## src/rtl/jls_frame_ctrl.sv

```systemverilog
// Frame sequencer for the regular-mode context coder: clears coder contexts, meters one frame, drains, signals done.
// Optional abort support is enabled by defining JLS_FRAME_ABORT_EN.
module jls_frame_ctrl #(
   parameter int unsigned W_BITS     = 16,
   parameter int unsigned CLR_CYCLES = 2,
   parameter int unsigned DRAIN_TO   = 32
) (
   input  logic              clk,
   input  logic              rstn,
   input  logic              start,
   input  logic [W_BITS-1:0] cfg_width,
   input  logic [W_BITS-1:0] cfg_height,
   output logic              busy,
   output logic              done,
   output logic              err_to,
`ifdef JLS_FRAME_ABORT_EN
   input  logic              abort,
   output logic              aborted,
`endif
   input  logic              s_vl,
   output logic              s_rdy,
   input  logic [7:0]        s_x,
   input  logic [7:0]        s_px,
   input  logic              s_s,
   input  logic [4:0]        s_qh,
   output logic              c_rst,
   output logic              c_vl,
   output logic [7:0]        c_x,
   output logic [7:0]        c_px,
   output logic              c_s,
   output logic [4:0]        c_qh,
   input  logic              c_ovl
);

   typedef enum logic [2:0] {
      S_IDLE, S_CLR, S_RUN, S_DRAIN, S_DONE, S_ABORT
   } state_t;

   state_t                state, next_state;
   logic                  rst_hold;
   logic [2*W_BITS-1:0]   total, in_cnt, out_cnt;
   logic [31:0]           clr_cnt, drain_cnt;
   logic                  xfer, accept, counting;

   assign xfer     = s_vl && s_rdy;
   assign accept   = (state == S_IDLE) && start;
   assign counting = (state == S_CLR) || (state == S_RUN) || (state == S_DRAIN);

   always_ff @(posedge clk) begin
      if (!rstn) state <= S_IDLE;
      else       state <= next_state;
   end

   // Keeps the coder in reset for one extra cycle after rstn is released.
   always_ff @(posedge clk) begin
      rst_hold <= ~rstn;
   end

   always_comb begin
      next_state = state;
      case (state)
         S_IDLE:  if (start) next_state = S_CLR;
         S_CLR:   if (clr_cnt == CLR_CYCLES - 1)
                     next_state = (total == '0) ? S_DONE : S_RUN;
         S_RUN:   if (xfer && (in_cnt == total - 1'b1)) next_state = S_DRAIN;
         S_DRAIN: if ((out_cnt == total) || (drain_cnt == DRAIN_TO - 1)) next_state = S_DONE;
         S_DONE:  next_state = S_IDLE;
         S_ABORT: if (clr_cnt == CLR_CYCLES - 1) next_state = S_DONE;
         default: next_state = S_IDLE;
      endcase
`ifdef JLS_FRAME_ABORT_EN
      if (abort && counting) next_state = S_ABORT;
`endif
   end

   always_comb begin
      busy  = (state != S_IDLE);
      done  = (state == S_DONE);
      s_rdy = (state == S_RUN);
      c_rst = ~rstn | rst_hold | (state == S_CLR) | (state == S_ABORT);
   end

   always_ff @(posedge clk) begin
      if (!rstn) begin
         c_vl      <= 1'b0;
         c_x       <= '0;
         c_px      <= '0;
         c_s       <= 1'b0;
         c_qh      <= '0;
         err_to    <= 1'b0;
         total     <= '0;
         in_cnt    <= '0;
         out_cnt   <= '0;
         clr_cnt   <= '0;
         drain_cnt <= '0;
`ifdef JLS_FRAME_ABORT_EN
         aborted   <= 1'b0;
`endif
      end else begin
         c_vl <= xfer;
         if (xfer) begin
            c_x  <= s_x;
            c_px <= s_px;
            c_s  <= s_s;
            c_qh <= s_qh;
         end
         clr_cnt   <= (((state == S_CLR) || (state == S_ABORT)) && (next_state == state))
                      ? clr_cnt + 1'b1 : '0;
         drain_cnt <= ((state == S_DRAIN) && (next_state == S_DRAIN)) ? drain_cnt + 1'b1 : '0;
         if (accept) begin
            total   <= (2*W_BITS)'(cfg_width) * (2*W_BITS)'(cfg_height);
            in_cnt  <= '0;
            out_cnt <= '0;
            err_to  <= 1'b0;
`ifdef JLS_FRAME_ABORT_EN
            aborted <= 1'b0;
`endif
         end else begin
            if (xfer) in_cnt <= in_cnt + 1'b1;
            if (c_ovl && counting && (out_cnt != total)) out_cnt <= out_cnt + 1'b1;
            // Leaving DRAIN without every coded pixel seen means the watchdog fired.
            if ((state == S_DRAIN) && (next_state == S_DONE) && (out_cnt != total))
               err_to <= 1'b1;
`ifdef JLS_FRAME_ABORT_EN
            if ((next_state == S_ABORT) && (state != S_ABORT)) aborted <= 1'b1;
`endif
         end
      end
   end

endmodule

```

## config.mk

```make
export PLATFORM = sky130hd
export DESIGN_NAME = jls_frame_ctrl
export DESIGN_NICKNAME = d
export VERILOG_FILES = /design/src/rtl/jls_frame_ctrl.sv
export SDC_FILE = /design/constraint.sdc
export NUM_CORES = 1
export LEC_CHECK = 0
export ABC_AREA = 1
export CAP_MARGIN = 15
export CORE_MARGIN = 2
export CORE_UTILIZATION = 25
export DETAILED_ROUTE_END_ITERATION = 6
export DONT_BUFFER_PORTS = 1
export HOLD_SLACK_MARGIN = 0.15
export PLACE_DENSITY = 0.46
export SLEW_MARGIN = 40
export SYNTH_ARGS = -nofsm -noshare
export SYNTH_HDL_FRONTEND = slang
export SYNTH_SLANG_ARGS = --single-unit
```

## constraint.sdc

```tcl
create_clock -name clk -period 5.5 [get_ports clk]
set_clock_uncertainty 0.2 [all_clocks]
set_input_delay 0.275 -clock clk [delete_from_list [all_inputs] [get_ports clk]]
set_output_delay 0.275 -clock clk [all_outputs]
set_load 0.005 [all_outputs]
```

# After elaboration in Yosys (flattened, before gate mapping)
# Cells that the tools add are included.
[classes]
add_sub_neg = 5
mul = 1
eq_ne = 13
n_mux = 7
n_bitwise = 4
reduce_logical = 19
[ops]
columns = ["operator", "count"]
rows = [
  ["$add 32x1->32 const B", 4],
  ["$eq 32x32->1", 2],
  ["$eq 32x1->1 const B", 1],
  ["$eq 32x5->1 const B", 1],
  ["$logic_not 32->1", 1],
  ["$mul 16x16->32", 1],
  ["$ne 32x32->1", 1],
  ["$sub 32x1->32 const B", 1],
  ["$mux 3", 6],
  ["$pmux 3 s5", 1],
  ["$eq 3x2->1 const B", 3],
  ["$eq 3x3->1 const B", 3],
  ["$logic_and 1x1->1", 9],
  ["$logic_or 1x1->1", 4],
  ["$reduce_and 2->1", 2],
  ["$eq 3x1->1 const B", 1],
  ["$eq 3x3->1", 1],
  ["$logic_not 3->1", 1],
  ["$or 1x1->1", 3],
  ["$reduce_bool 3->1", 1],
  ["$reduce_or 2->1", 1],
  ["$not 1->1", 1],
]
[totals]
register_bits = 188
input_bits = 59
output_inout_bits = 28
wordCells = 62

# Longest topological paths before layout
[depth]
depth_word = 8
mapped_depth = 29

# Least setup slack after synthesis
# OpenSTA, ideal clock, no wires.
[synth_timing]
path_type = "input to register"
startpoint = "in cfg_width[15]"
endpoint = "reg total[27]"
arrival_time_ns = 5.359
t_required_ns = 5.185
path_slack_ns = -0.174
stages = 21
n_path_buf = 2
cell_sequence = "clkbuf_1 clkbuf_1 nand2_1 fa_1 fa_1 inv_1 fa_1 inv_1 fa_1 fa_1 fa_1 inv_1 ha_1 nand2_1 nor3_1 nand3_1 o21ai_0 a21o_1 nor2_1 o21ai_0 inv_1"
[synth_via]
elab_chain_cells = 1
[synth_lines]
columns = ["item", "line", "rtl"]
rows = [
  ["from (decl)", "11", "input logic [W_BITS-1:0] cfg_width,"],
  ["$mul 16x16->32", "111", "total <= (2*W_BITS)'(cfg_width) * (2*W_BITS)'(cfg_height);"],
  ["to (signal assigned)", "111", ""],
  ["to (decl)", "41", "logic [2*W_BITS-1:0] total, in_cnt, out_cnt;"],
]
# Every way passes these cells.
# A chain may end at the register's enable or synchronous reset.

# Final worst setup path
[layout_timing]
startpoint = "in cfg_width[9]"
endpoint = "reg total[26]"
# The elaborated chain is that of the path after synthesis.

==> impl_metrics.tcl <==
set metrics [dict create \
    status "completed" \
    power_switching_share_pct 52.0 \
    pwr-share-comb_pct 74.7 \
    period_needed_ps 5050 \
    relSlewSlack_pct 47.3 \
    critical_path_class "input pin to register" \
    track_usage_pct 14.3 \
    power_switching_uw 5890 \
    wirelength_mm 55.1 \
    grt.met3_usage_pct 2.10 \
    diodes 0 \
    cp.required_ps 5660 \
    crit_arrival_ps 5210 \
    die_h_um 282 \
    num_io_pins 87 \
    root_buffer "clkbuf_16" \
    viasPerCell 4.30 \
    setup-tns-final_ps 0 \
    place_inst 3715 \
    fin_crit_sh_pct 91.7 \
    ir_worst_vdd_uv 610 \
    syn_area_per_cell_um2 7.04 \
    grt_overflow_total 0 \
    busiest_layer "met2" \
    dieArea_mm2 0.0797 \
    synth_fp_nets 3114 \
    num_vias 16300 \
    synth_edf_count 0 \
    setup_viol 0 \
    synth_top_flop_cell "dfxtp_1" \
    wire_per_inst_um 14.5 \
    clock_latency_ps 470 \
    critPathLaunchType "input pin" \
    fp.coreArea_mm2 0.0771 \
    cts_tree "yes" \
    drt_iter0_markers 855 \
    hpwl_mm 43.6 \
    grt_setup_unrepaired "false" \
    cpPeakStageDelay_ps 530 \
    cp_cell_sequence "nand2_1 > inv_1 > fa_1 > inv_1 > fa_1 > fa_1 > inv_1 > fa_1 > fa_1 > inv_1 > fa_1 > inv_1 > ha_1 > a21oi_1 > o21ai_0 > a21oi_1 > nand3_1 > a21o_1 > nand2_1 > nand2_1 > nand2_1 > nand3_1 > nand2_1 > inv_1" \
    clock_sinks 188 \
    drc 0 \
    ys_seq_area_share_pct 19.4 \
    sequentialPowerShare_pct 14.1 \
    path_clk_slew_ps 80 \
    grt_pass1_wl_mm 90.1 \
    yosysTopAreaCell "fa_1" \
    grt_pass1_vias 16800 \
    synth.area.top_cells "fa_1 20%, dfxtp_1 19%, nand2_1 13%" \
    drive_gt1_share_pct 4.60 \
    power_density_mw_per_mm2 524 \
    netlist_area_mm2 0.0194 \
    maxCapViolCount 0 \
    fmax_ghz 0.198 \
    ys_seq_elements 188 \
    p_clk_share_pct 11.2 \
    start_util_pct 25.1 \
    drtAntennaViolNets 0 \
    ys_async_sr_fraction_pct 0 \
    intPower_uw 5450 \
    slew_violations 0 \
    grtUsageMet2_pct 24.5 \
    p_leak_uw 0.0103 \
    yosysTopAreaCellShare_pct 20.1 \
    clockBufferDepth 2 \
    yosysWarnings 0 \
    nets 3111 \
    cp_slowest_cell "fa_1" \
    num_rows 102 \
    grt_start_max_net_pins 67 \
    hold_class "input pin to register" \
    grt_antenna_before_repair 0 \
    globalplace.congestion 0.862 \
    power_uw 11300 \
    yosysUniqueCellTypes 48 \
    multi_input_comb_area_mm2 0.0132 \
    h-tree-depth 4 \
    place.port_buffers 0 \
    stdcell_count 3801 \
    end_kind "register" \
    met1_usage_pct 18.7 \
    critical_path.max_fanout 16 \
    chipWidth_um 282 \
    seqCellArea_mm2 0.00376 \
    syn2layout_area_growth_pct 11.7 \
    fill_cells 8624 \
    first_pass_iters 6 \
    synth_cells 2751 \
    tightest_slew_ps 791 \
    final_hold_viol_count 0 \
    cts_resized 0 \
    cts_buffers 17 \
]
[per-stage QoR]
step | hold WS (ps) | cell area [µm²] | setup WS [ps] | utilization [%]
after global routing | 197 | 21600 | 156 | 28.1
after floorplan | 210 | 19400 | -21.9 | -
after global placement | 215 | 20500 | 27.8 | 26.6
final | 177 | 21600 | 454 | 28.1
after detailed placement | 218 | 20500 | -19.1 | 26.6
after CTS | 154 | 21600 | 476 | 28.1
[layer usage]
layer  vias up  wire length, µm
li1       8349                -
met1      7709            26000
met2       233            26200
met3        55             1830
met4         0              998
met5         -                0
[cells in the final DEF, fill, tap and decap left out, drive strengths merged]
cell type      n
dfxtp        188
fa           194
o211ai         5
ha           110
a221oi         2
nor3b         14
xnor2         51
o21a           4
a21o           7
nor4          30
nand2        673
o22ai          3
inv          554
nor3          76
a211oi         2
clkinv         9
nand3b         2
a32o           1
a31oi          3
clkbuf        18
nor2         294
xor2          95
nand4         38
and3           1
o21ai         82
o21bai         9
nand3         88
or2           15
a21oi        110
dlygate4sd3   53
buf           28
or3            2
[registers in the layout, summed over array words and instances (netlist names)]
signal / count
c_x: 8
total: 32
drain_cnt: 32
out_cnt: 32
err_to: 1
c_px: 8
c_qh: 5
c_vl: 1
c_s: 1
in_cnt: 32
rst_hold: 1
state: 3
clr_cnt: 32
[cells by family after synthesis]
group | share of synthesized area, %
AOI/OAI and AO/OA | 6.35
xor gates and xnor gates | 6.60
adders and majority gates | 27.2
buffers and inverters | 12.7
DFF | 19.4
and+or+nand+nor | 27.8
[worst max-delay path: cells and delay by family]
| kind | cells | cell delay, ps |
|---|---|---|
| fa+ha+maj | 7 | 3290 |
| compound gates | 4 | 790 |
| simple gates | 7 | 560 |
| buf+inv | 6 | 280 |
[repair_timing]
item,in CTS,in global routing
hold buffers,54,0
buffers inserted,0,0
hold endpoints to repair,99,0
[synthesized netlist by cell type (2+ instances only)]
cell	n
a211oi_1	2
a21o_1	7
a21oi_1	110
a221oi_1	2
a31oi_1	3
buf_1	2
buf_2	7
clkbuf_1	94
dfxtp_1	188
fa_1	194
ha_1	110
inv_1	543
inv_2	5
nand2_1	665
nand2_2	7
nand3_1	81
nand3_2	6
nand3b_1	2
nand4_1	36
nand4_2	2
nor2_1	278
nor2_2	8
nor2_4	6
nor2_8	2
nor3_1	66
nor3_2	8
nor3_4	2
nor3b_1	12
nor3b_2	2
nor4_1	28
nor4_2	2
o211ai_1	5
o21a_1	4
o21ai_0	80
o21ai_1	2
o21bai_1	9
o22ai_1	3
or2_0	3
or2_2	12
xnor2_1	51
xor2_1	95
[final timing paths]
| path | cells past startpoint | slack [ps] | from | to |
|---|---|---|---|---|
| max | 24 | 450 | cfg_width[9] | total[26]$_SDFFE_PN0P_ |
| min | 6 | 180 | cfg_height[0] | total[2]$_SDFFE_PN0P_ |
| max reg2reg | 9 | 2120 | out_cnt[0]$_SDFFE_PP0P_ | out_cnt[3]$_SDFFE_PP0P_ |
| min reg2reg | 1 | 250 | drain_cnt[0]$_SDFF_PN0_ | drain_cnt[0]$_SDFF_PN0_ |
[power groups by stage]
| stage | sequential [µW] | clock, µW | combinational (µW) |
|---|---|---|---|
| floorplan | 1550 | 0 | 5790 |
| global placement | 1640 | 0 | 8530 |
| detailed placement | 1640 | 0 | 8470 |
| CTS | 1600 | 1310 | 8560 |
| global route | 1620 | 1360 | 9760 |
| finish | 1600 | 1270 | 8470 |
[layout make-up]
class | instances | share of cell area (%)
multi-input cells | 1911 | 60.8
flip-flops and latches | 188 | 17.4
inverters | 549 | 9.52
well taps | 1040 | 6.01
repair buffers | 81 | 3.48
clock buffers | 18 | 2.03
clock inverters | 14 | 0.781
Note: power is estimated with default switching activity, not from simulation.
